File: src/rtl/port_sched_arbiter.sv
// port_sched_arbiter: strict-priority, round-robin packet scheduler for one output port
module port_sched_arbiter #(
    parameter int PORT_NUB_TOTAL = 8,
    parameter int PRIORITY       = 8,
    parameter int TIMEOUT        = 1024,
    parameter int WIDTH_SEL      = $clog2(PORT_NUB_TOTAL),
    parameter int WIDTH_PRIORITY = $clog2(PRIORITY)
) (
    input  logic                                     clk,
    input  logic                                     rst_n,
    input  logic [PORT_NUB_TOTAL-1:0]                req,
    input  logic [PORT_NUB_TOTAL*WIDTH_PRIORITY-1:0] req_priority,
    input  logic [PORT_NUB_TOTAL-1:0]                in_vld,
    input  logic [PORT_NUB_TOTAL-1:0]                in_eop,
    input  logic                                     ready,
    output logic [PORT_NUB_TOTAL-1:0]                grant,
    output logic [WIDTH_SEL-1:0]                     grant_sel,
    output logic                                     busy,
    output logic [15:0]                              pkt_cnt,
    output logic                                     timeout_pulse
);
    localparam int WD_W = TIMEOUT > 1 ? $clog2(TIMEOUT) : 1;
    localparam logic [WD_W-1:0] WD_MAX = TIMEOUT > 0 ? WD_W'(TIMEOUT - 1) : '0;

    typedef enum logic {IDLE, XFER} state_t;

    state_t                    state_q, state_d;
    logic [PORT_NUB_TOTAL-1:0] grant_q, grant_d;
    logic [WIDTH_SEL-1:0]      grant_sel_q, grant_sel_d;
    logic                      busy_q, busy_d;
    logic [15:0]               pkt_cnt_q, pkt_cnt_d;
    logic                      timeout_pulse_q, timeout_pulse_d;
    logic [WIDTH_SEL-1:0]      rr_ptr_q, rr_ptr_d;
    logic [WD_W-1:0]           wd_q, wd_d;

    logic [WIDTH_PRIORITY-1:0] prio [PORT_NUB_TOTAL];
    logic [WIDTH_PRIORITY-1:0] maxp;
    logic [WIDTH_SEL-1:0]      win, win_next, sel;
    logic                      found, hs, eop, expire, arb;
    int                        idx;

    assign hs       = busy_q & in_vld[grant_sel_q] & ready;
    assign eop      = hs & in_eop[grant_sel_q];
    assign expire   = (TIMEOUT != 0) && (wd_q == WD_MAX);
    assign arb      = (state_q == IDLE) || eop;
    assign win_next = (int'(win) == PORT_NUB_TOTAL - 1) ? '0 : win + 1'b1;

    // Winner: highest clamped priority, then first requester cyclically from rr_ptr
    always_comb begin
        maxp  = '0;
        win   = '0;
        found = 1'b0;
        idx   = 0;
        sel   = '0;
        for (int i = 0; i < PORT_NUB_TOTAL; i++) begin
            prio[i] = (int'(req_priority[i*WIDTH_PRIORITY +: WIDTH_PRIORITY]) >= PRIORITY)
                    ? WIDTH_PRIORITY'(PRIORITY - 1)
                    : req_priority[i*WIDTH_PRIORITY +: WIDTH_PRIORITY];
            if (req[i] && prio[i] > maxp) maxp = prio[i];
        end
        for (int k = 0; k < PORT_NUB_TOTAL; k++) begin
            idx = int'(rr_ptr_q) + k;
            if (idx >= PORT_NUB_TOTAL) idx = idx - PORT_NUB_TOTAL;
            sel = WIDTH_SEL'(idx);
            if (!found && req[sel] && prio[sel] == maxp) begin
                found = 1'b1;
                win   = sel;
            end
        end
    end

    // Next state: load on idle or packet end, otherwise hold and run the watchdog
    always_comb begin
        state_d         = state_q;
        grant_d         = grant_q;
        grant_sel_d     = grant_sel_q;
        busy_d          = busy_q;
        pkt_cnt_d       = eop ? pkt_cnt_q + 16'd1 : pkt_cnt_q;
        timeout_pulse_d = 1'b0;
        rr_ptr_d        = rr_ptr_q;
        wd_d            = wd_q;
        if (arb && |req) begin
            state_d     = XFER;
            grant_d     = {{(PORT_NUB_TOTAL-1){1'b0}}, 1'b1} << win;
            grant_sel_d = win;
            busy_d      = 1'b1;
            rr_ptr_d    = win_next;
            wd_d        = '0;
        end else if (arb || (!hs && expire)) begin
            state_d         = IDLE;
            grant_d         = '0;
            grant_sel_d     = '0;
            busy_d          = 1'b0;
            wd_d            = '0;
            timeout_pulse_d = !arb;
        end else begin
            wd_d = hs ? '0 : wd_q + 1'b1;
        end
    end

    // State registers, cleared asynchronously
    always_ff @(posedge clk or negedge rst_n) begin
        if (!rst_n) begin
            state_q         <= IDLE;
            grant_q         <= '0;
            grant_sel_q     <= '0;
            busy_q          <= 1'b0;
            pkt_cnt_q       <= '0;
            timeout_pulse_q <= 1'b0;
            rr_ptr_q        <= '0;
            wd_q            <= '0;
        end else begin
            state_q         <= state_d;
            grant_q         <= grant_d;
            grant_sel_q     <= grant_sel_d;
            busy_q          <= busy_d;
            pkt_cnt_q       <= pkt_cnt_d;
            timeout_pulse_q <= timeout_pulse_d;
            rr_ptr_q        <= rr_ptr_d;
            wd_q            <= wd_d;
        end
    end

    assign grant         = grant_q;
    assign grant_sel     = grant_sel_q;
    assign busy          = busy_q;
    assign pkt_cnt       = pkt_cnt_q;
    assign timeout_pulse = timeout_pulse_q;
endmodule

File: config.mk
export PLATFORM = sky130hd
export DESIGN_NAME = port_sched_arbiter
export DESIGN_NICKNAME = d
export VERILOG_FILES = /design/src/rtl/port_sched_arbiter.sv
export SDC_FILE = /design/constraint.sdc
export NUM_CORES = 1
export LEC_CHECK = 0
export ABC_AREA = 1
export CAP_MARGIN = 20
export CORE_UTILIZATION = 50
export CTS_CLUSTER_DIAMETER = 150
export DETAILED_ROUTE_END_ITERATION = 8
export MAX_ROUTING_LAYER = met4
export PLACE_DENSITY = 0.87
export SLEW_MARGIN = 5
export SYNTH_ARGS = -nofsm -noshare
export SYNTH_HDL_FRONTEND = slang
export SYNTH_SLANG_ARGS = --single-unit
File: constraint.sdc
create_clock -name clk -period 5.4 [get_ports clk]
set_clock_uncertainty 0.2 [all_clocks]
set_input_delay 1.08 -clock clk [delete_from_list [all_inputs] [get_ports clk]]
set_output_delay 1.08 -clock clk [all_outputs]
set_load 0.02 [all_outputs]
==> results.md, run 1 <==
- Status: complete, but fails checks
- Failing checks: negative setup slack
- Leak: roughly 3.7 nW
- # DRC: 0
- Relative slew slack: 0.397
- Global-route wire length before repair: approximately 26 mm
- Maximum clock path buffer count: 2
- Least-Margin Pin Slew: about 0.90 ns
- Final WS setup: -4.50 ns
- Placed inst area: 6380 um2
- Remaining antenna violation count: 0
- Final net count: between 1,000 and 1,500
- Hold Vio Cnt, Final: 0
- Seq/Total Area, Yosys: 0.224
- Crit. End Element: flop
- Crit path time final: slightly below 10 ns
- Routability cong.: between 0.9 and 1
- Critical path launch point type: input port
- Area leader, netlist: dfrtp_1
- Final instance area: 7200 um2
- CTS Buf Count: 5
- Vias in the first global route: 5,713
- Number of flops mapped to enable cells by yosys: 0
- Yosys reg bits: 42
- Num rows: 34
- Synth unique cells: ~50
- Area growth, synth to finish: 53.4%
- Total GRT Usage: 0.340
- Max cap viols: 0
- Fill cells: approximately 570
- Fmax: between 0.1 and 0.15 GHz
- Total gr overflow: 0
- Req. time, crit path: around 5.4 ns
- Most common cell on crit path: nand2_4
- Setup-failing EPs final: 14
- Mapped cell area: 4690 um2
- Die X: 98.9 um
- Crit-path slowest cell: ha_1
- IO Pins: 80
- Avg Synthesized Cell Area: about 6.4 um2
- Die Ht: approximately 99 um
- Layout cells sized above 1: 0.298
- WL per Instance: between 15 and 20 um
- Largest net degree at the start of global routing: a little under 60
- Final wirelength: roughly 18 mm
- CTS tree: done
- Vias: 5,930
- Htree depth: 2
- Clk Latency, worst-skew pair: 0.29 ns
- WP data arrival: around 10 ns
- Diode count: 0
- Top post-synthesis cells by count: nand2_1 (203), inv_1 (91), o21ai_0 (68)
- Most frequent cell after synthesis: nand2_1
- WS Path Type: input port to flop
- First-pass DRT Iterations: 6
- Initial Util: 0.528
- Pwr dens: 712 nW/um2
- Synth Net Count: 804
- Final Max Slew Viols: 0
- Yosys warning count: 0
- Primary FF master, synth: dfrtp_1
- IO buf count: 79
- Clk slew on worst S/H paths: 0.08 ns
- Hold Path Class: flop to flop
- Hpwl dp: 11.7 mm
- Synth Instances: roughly 730
- Asr flop ratio synth: 1.00
- Iteration-0 DRC Markers: 350
- Pre-CTS setup slack: -5.17 ns
- Max VDD drop: around 0.46 mV
- Antenna violations before repair: 0
- Final period util: 1.83
- CP peak stage delay: roughly 0.30 ns
- CP max FO: 7
- CTS Sinks: between 40 and 50
- Final core occ: 0.810
- DIE AREA: a little under 10,000 um2
- Routed vias/inst: approximately 5.7
- Synth top area share: 0.224
- Top cells by area, synth: dfrtp_1 (22%), nand2_1 (16%), inv_1 (7.3%)
- Root Buffer: clkbuf_8
- RSZ-0062 raised after global routing: yes
- Core Region: approximately 9000 um2
[final timing paths]
path | to | start | slack [ns] | cells after the start
worst max-delay path | rr_ptr_q[2] | req_priority[1] | -4.50 | 72
min in group asynchronous | grant[0] | rst_n | 0.72 | 1
worst min-delay path | pkt_cnt[15] | pkt_cnt[15] | 0.28 | 1
max in group asynchronous | wd_q[4] | rst_n | 3.71 | 1
worst max register to register | rr_ptr_q[2] | rr_ptr_q[1] | 0.68 | 21
worst min register to register | pkt_cnt[15] | pkt_cnt[15] | 0.28 | 1
[worst max-delay path, delay by kind of cell]
family / cells / cell delay (ns)
AND/OR/NAND/NOR: 41 / 4.10
buffers and inverters: 10 / 0.75
AO/OA/AOI/OAI: 12 / 1.57
adder cells (fa/ha/maj): 9 / 2.31
[per-stage QoR]
stage               TNS (ns)  instances  power [mW]  hold slack [ns]
global route          -66.44       1039        5.48            0.307
global placement      -64.00        996        3.85            0.258
finish                -61.29       1039        5.13            0.278
CTS                   -52.20       1029        4.56            0.277
floorplan             -52.72        731        2.90            0.276
detailed placement    -70.37        996        3.98            0.265
[sequential cells by signal, summed over array words and instances (netlist names)]
register       cells
busy               1
grant              8
grant_sel          3
pkt_cnt           16
rr_ptr_q           3
timeout_pulse      1
wd_q              10
[power breakdown]
group	internal, mW	total, mW	switching, mW
sequential	0.388	0.484	0.0960
clock	0.0912	0.196	0.105
combinational	1.89	4.45	2.56
[placed cells by master, fill, tap and decap left out, types with 8 or more instances in the layout]
cell type          n
nand2_1          183
buf_4            123
inv_1             77
clkdlybuf4s50_1   71
o21ai_0           58
nor2_1            47
nand3_1           46
dfrtp_1           42
mux2i_1           28
nand2_2           25
xor2_1            25
nand2_4           19
nand3_2           16
inv_2             13
a21oi_1           12
ha_4              12
ha_1               9
o21ai_2            8
[area by class of cell]
| type | instances | area [um2] | area share |
|---|---|---|---|
| inverters | 101 | 407 | 0.0565 |
| well taps | 108 | 135 | 0.0188 |
| clock buffers | 6 | 72.6 | 0.0101 |
| multi-input cells | 570 | 3700 | 0.515 |
| flip-flops and latches | 42 | 1050 | 0.146 |
| clock inverters | 2 | 13.8 | 0.00191 |
| repair buffers | 210 | 1820 | 0.252 |
[cells by family (layout without fill, tap and decap cells)]
group	Yosys count	count (layout)	share of synthesized area
simple gates	382	382	0.376
compound gates	106	106	0.127
fa+ha+maj	22	22	0.0586
mux	28	28	0.0597
flops	42	42	0.224
xor+xnor	32	32	0.0597
buf+inv	119	319	0.0957
[per-layer routing]
metal / share of wire / GRT usage / up-vias / wire, um
met4: 0.050 / 0.139 / 0 / 907
met1: 0.38 / 0.368 / 2738 / 6920
met3: 0.061 / 0.0340 / 91 / 1100
met2: 0.51 / 0.633 / 325 / 9170
li1: - / - / 2776 / -
met5: 0 / - / - / 0
[repair_timing]
| item | in CTS | in global routing |
|---|---|---|
| hold buffers | 0 | 0 |
| gates resized for setup | 77 | 51 |
| setup endpoints to repair | 14 | 14 |
| setup buffers | 25 | 12 |
| pin swaps | 63 | 69 |
Power figures use the tool's default switching activity.
==> inputs of run 2 (changes only) <==
Settings changed: CTS_BUF_LIST set to sky130_fd_sc_hd__clkbuf_16, CTS_CLUSTER_SIZE set to 12.
Clock period 5.4 ns to 12.6 ns, I/O delays scaled along.
==> run 2 against run 1 <==
  * The run now ends clean
  * Sequential power is 57% lower
  * Sequential share of layout area increased by 3.2 points
  * Count of clock-buffer cells in the layout shrank 1
==> results.md, run 2 (synthesis gave the netlist of run 1 again) <==
- Req. time, crit path: 12.55 ns (was 5.37 ns)
- Remaining antenna violation count: 0 (unchanged)
- Total gr overflow: 0 (unchanged)
- CTS Buf Count: 5 (unchanged)
- Max reg flops: 16 (unchanged)
- Most common cell on crit path: nand2_1 (was nand2_4)
- Final net count: 887 (was 1,003)
- Fmax: roughly 0.083 GHz
- Commonest non-fill, non-tap cell in the layout: nand2_1 (unchanged)
- Total Power: 1.74 mW (was 5.13 mW)
- Fill cells: 741 (was 568)
- Initial Util: 0.528 (unchanged)
- Hold_ws: 0.287 ns (was 0.278 ns)
- # DRC: 0 (unchanged)
- Leak: 3.04 nW (was 3.67 nW)
- Core Region: 8890 um2 (unchanged)
- Diode count: 0 (unchanged)
- Pwr dens: 295 nW/um2 (was 712 nW/um2)
- Relative slew slack: 0.316 (was 0.397)
- Critical path launch point type: input port (unchanged)
- DIE AREA: 9780 um2 (unchanged)
- Vias: 5,188 (was 5,930)
- CTS tree: done (unchanged)
- Iteration-0 DRC Markers: 360 (was 350)
- Global-route wire length before repair: 21.1 mm (was 25.9 mm)
- Routability cong.: 0.957 (was 0.966)
- Final wirelength: 13.5 mm (was 18.1 mm)
- Antenna violations before repair: 0 (unchanged)
- Maximum clock path buffer count: 2 (unchanged)
- Crit path time final: 12.08 ns
- IO buf count: 79 (unchanged)
- Die X: 98.9 um (unchanged)
- Final period util: 0.959
- Num rows: 34 (unchanged)
- Root Buffer: clkbuf_16 (was clkbuf_8)
- Placed inst area: 5590 um2 (was 6380 um2)
- Setup-failing EPs final: 0 (was 14)
- Clk slew on worst S/H paths: 0.06 ns (was 0.08 ns)
- Largest net degree at the start of global routing: 60 (was 59)
- IO Pins: 80 (unchanged)
- Status: finished, final reports clean (was complete, but fails checks)
- Layout cells sized above 1: 0.114 (was 0.298)
- Hpwl dp: 10.2 mm (was 11.7 mm)
- Crit-path slowest cell: clkdlybuf4s50_1 (was ha_1)
- Vias in the first global route: 4,776 (was 5,713)
- CTS Sinks: 42 (unchanged)
- CP peak stage delay: 0.50 ns (was 0.30 ns)
- Hold Path Class: flop to flop (unchanged)
- Total GRT Usage: 0.273 (was 0.340)
- CP max FO: 7 (unchanged)
- Max VDD drop: 0.186 mV (was 0.464 mV)
- WS Path Type: input port to flop (unchanged)
- Least-Margin Pin Slew: 1.02 ns (was 0.905 ns)
- Area growth, synth to finish: 26.0% (was 53.4%)
- First-pass DRT Iterations: 5 (was 6)
- Crit. End Element: flop (unchanged)
- WP data arrival: 12.03 ns (was 9.87 ns)
- Die Ht: 98.9 um (unchanged)
- Setup TNS: 0 ns (was -61.29 ns)
- Routed vias/inst: 5.62 (was 5.71)
- Final instance area: 5910 um2 (was 7200 um2)
- Final Max Slew Viols: 0 (unchanged)
- Clk Latency, worst-skew pair: 0.28 ns (was 0.29 ns)
- Most frequent cells in the layout: nand2_1 (201), inv_1 (88), clkdlybuf4s50_1 (77) (was nand2_1 (183), buf_4 (123), inv_1 (77))
- Htree depth: 2 (unchanged)
- Hold_buf cts: 0 (unchanged)
- Max cap viols: 0 (unchanged)
- Hold Vio Cnt, Final: 0 (unchanged)
- WL per Instance: 14.6 um (was 17.4 um)
[run 2: critical path: cells and delay by family]
kind / cells / cell delay (ns)
AND/OR/NAND/NOR: 45 / 4.35
buffers and inverters: 10 / 1.31
AO/OA/AOI/OAI: 12 / 1.33
adder cells (fa/ha/maj): 9 / 2.50
[run 2: final timing paths]
path,from,to,slack [ns],cells past startpoint
max,req_priority[2],rr_ptr_q[2],0.52,76
min,grant[2],grant[2],0.29,2
max reg2reg,rr_ptr_q[1],rr_ptr_q[2],7.00,23
min reg2reg,grant[2],grant[2],0.29,2
max in group asynchronous,rst_n,pkt_cnt[5],9.47,1
min in group asynchronous,rst_n,grant[4],2.16,1
[run 2: what timing repair did]
item / 4_1_cts / 5_1_grt
buffers inserted: 0 / 8
gates resized for setup: 0 / 29
setup endpoints to repair: 0 / 14
[run 2: area by class of cell]
cell class | count | area, um2 | area share
repair buffers | 93 | 893 | 0.151
well taps | 108 | 135 | 0.0228
repair inverters | 1 | 7.51 | 0.00127
multi-input cells | 570 | 3280 | 0.554
clock buffers | 5 | 125 | 0.0212
flip-flops and latches | 42 | 1050 | 0.178
clock inverters | 3 | 43.8 | 0.00740
inverters | 101 | 379 | 0.0641
[run 2: stage by stage]
stage               cells  worst slack [ns]  utilization
floorplan             731              1.18            -
global placement      906             0.353        0.629
detailed placement    906            -0.236        0.629
CTS                   914            0.0121        0.648
global route          923            -0.205        0.665
finish                923             0.521        0.665
[run 2: routing by layer]
layer  track usage  vias up  wire length, um
met5             -        -                0
met4         0.106        0              469
met3        0.0326       46              956
met2         0.481      238             6540
met1         0.316     2371             5510
li1              -     2533                -
[run 2: power by group]
group / switching (mW) / internal (mW) / leakage (nW) / total (mW)
combinational: 0.874 / 0.517 / 2.42 / 1.39
sequential: 0.0399 / 0.166 / 0.537 / 0.206
clock: 0.0515 / 0.0937 / 0.0842 / 0.145
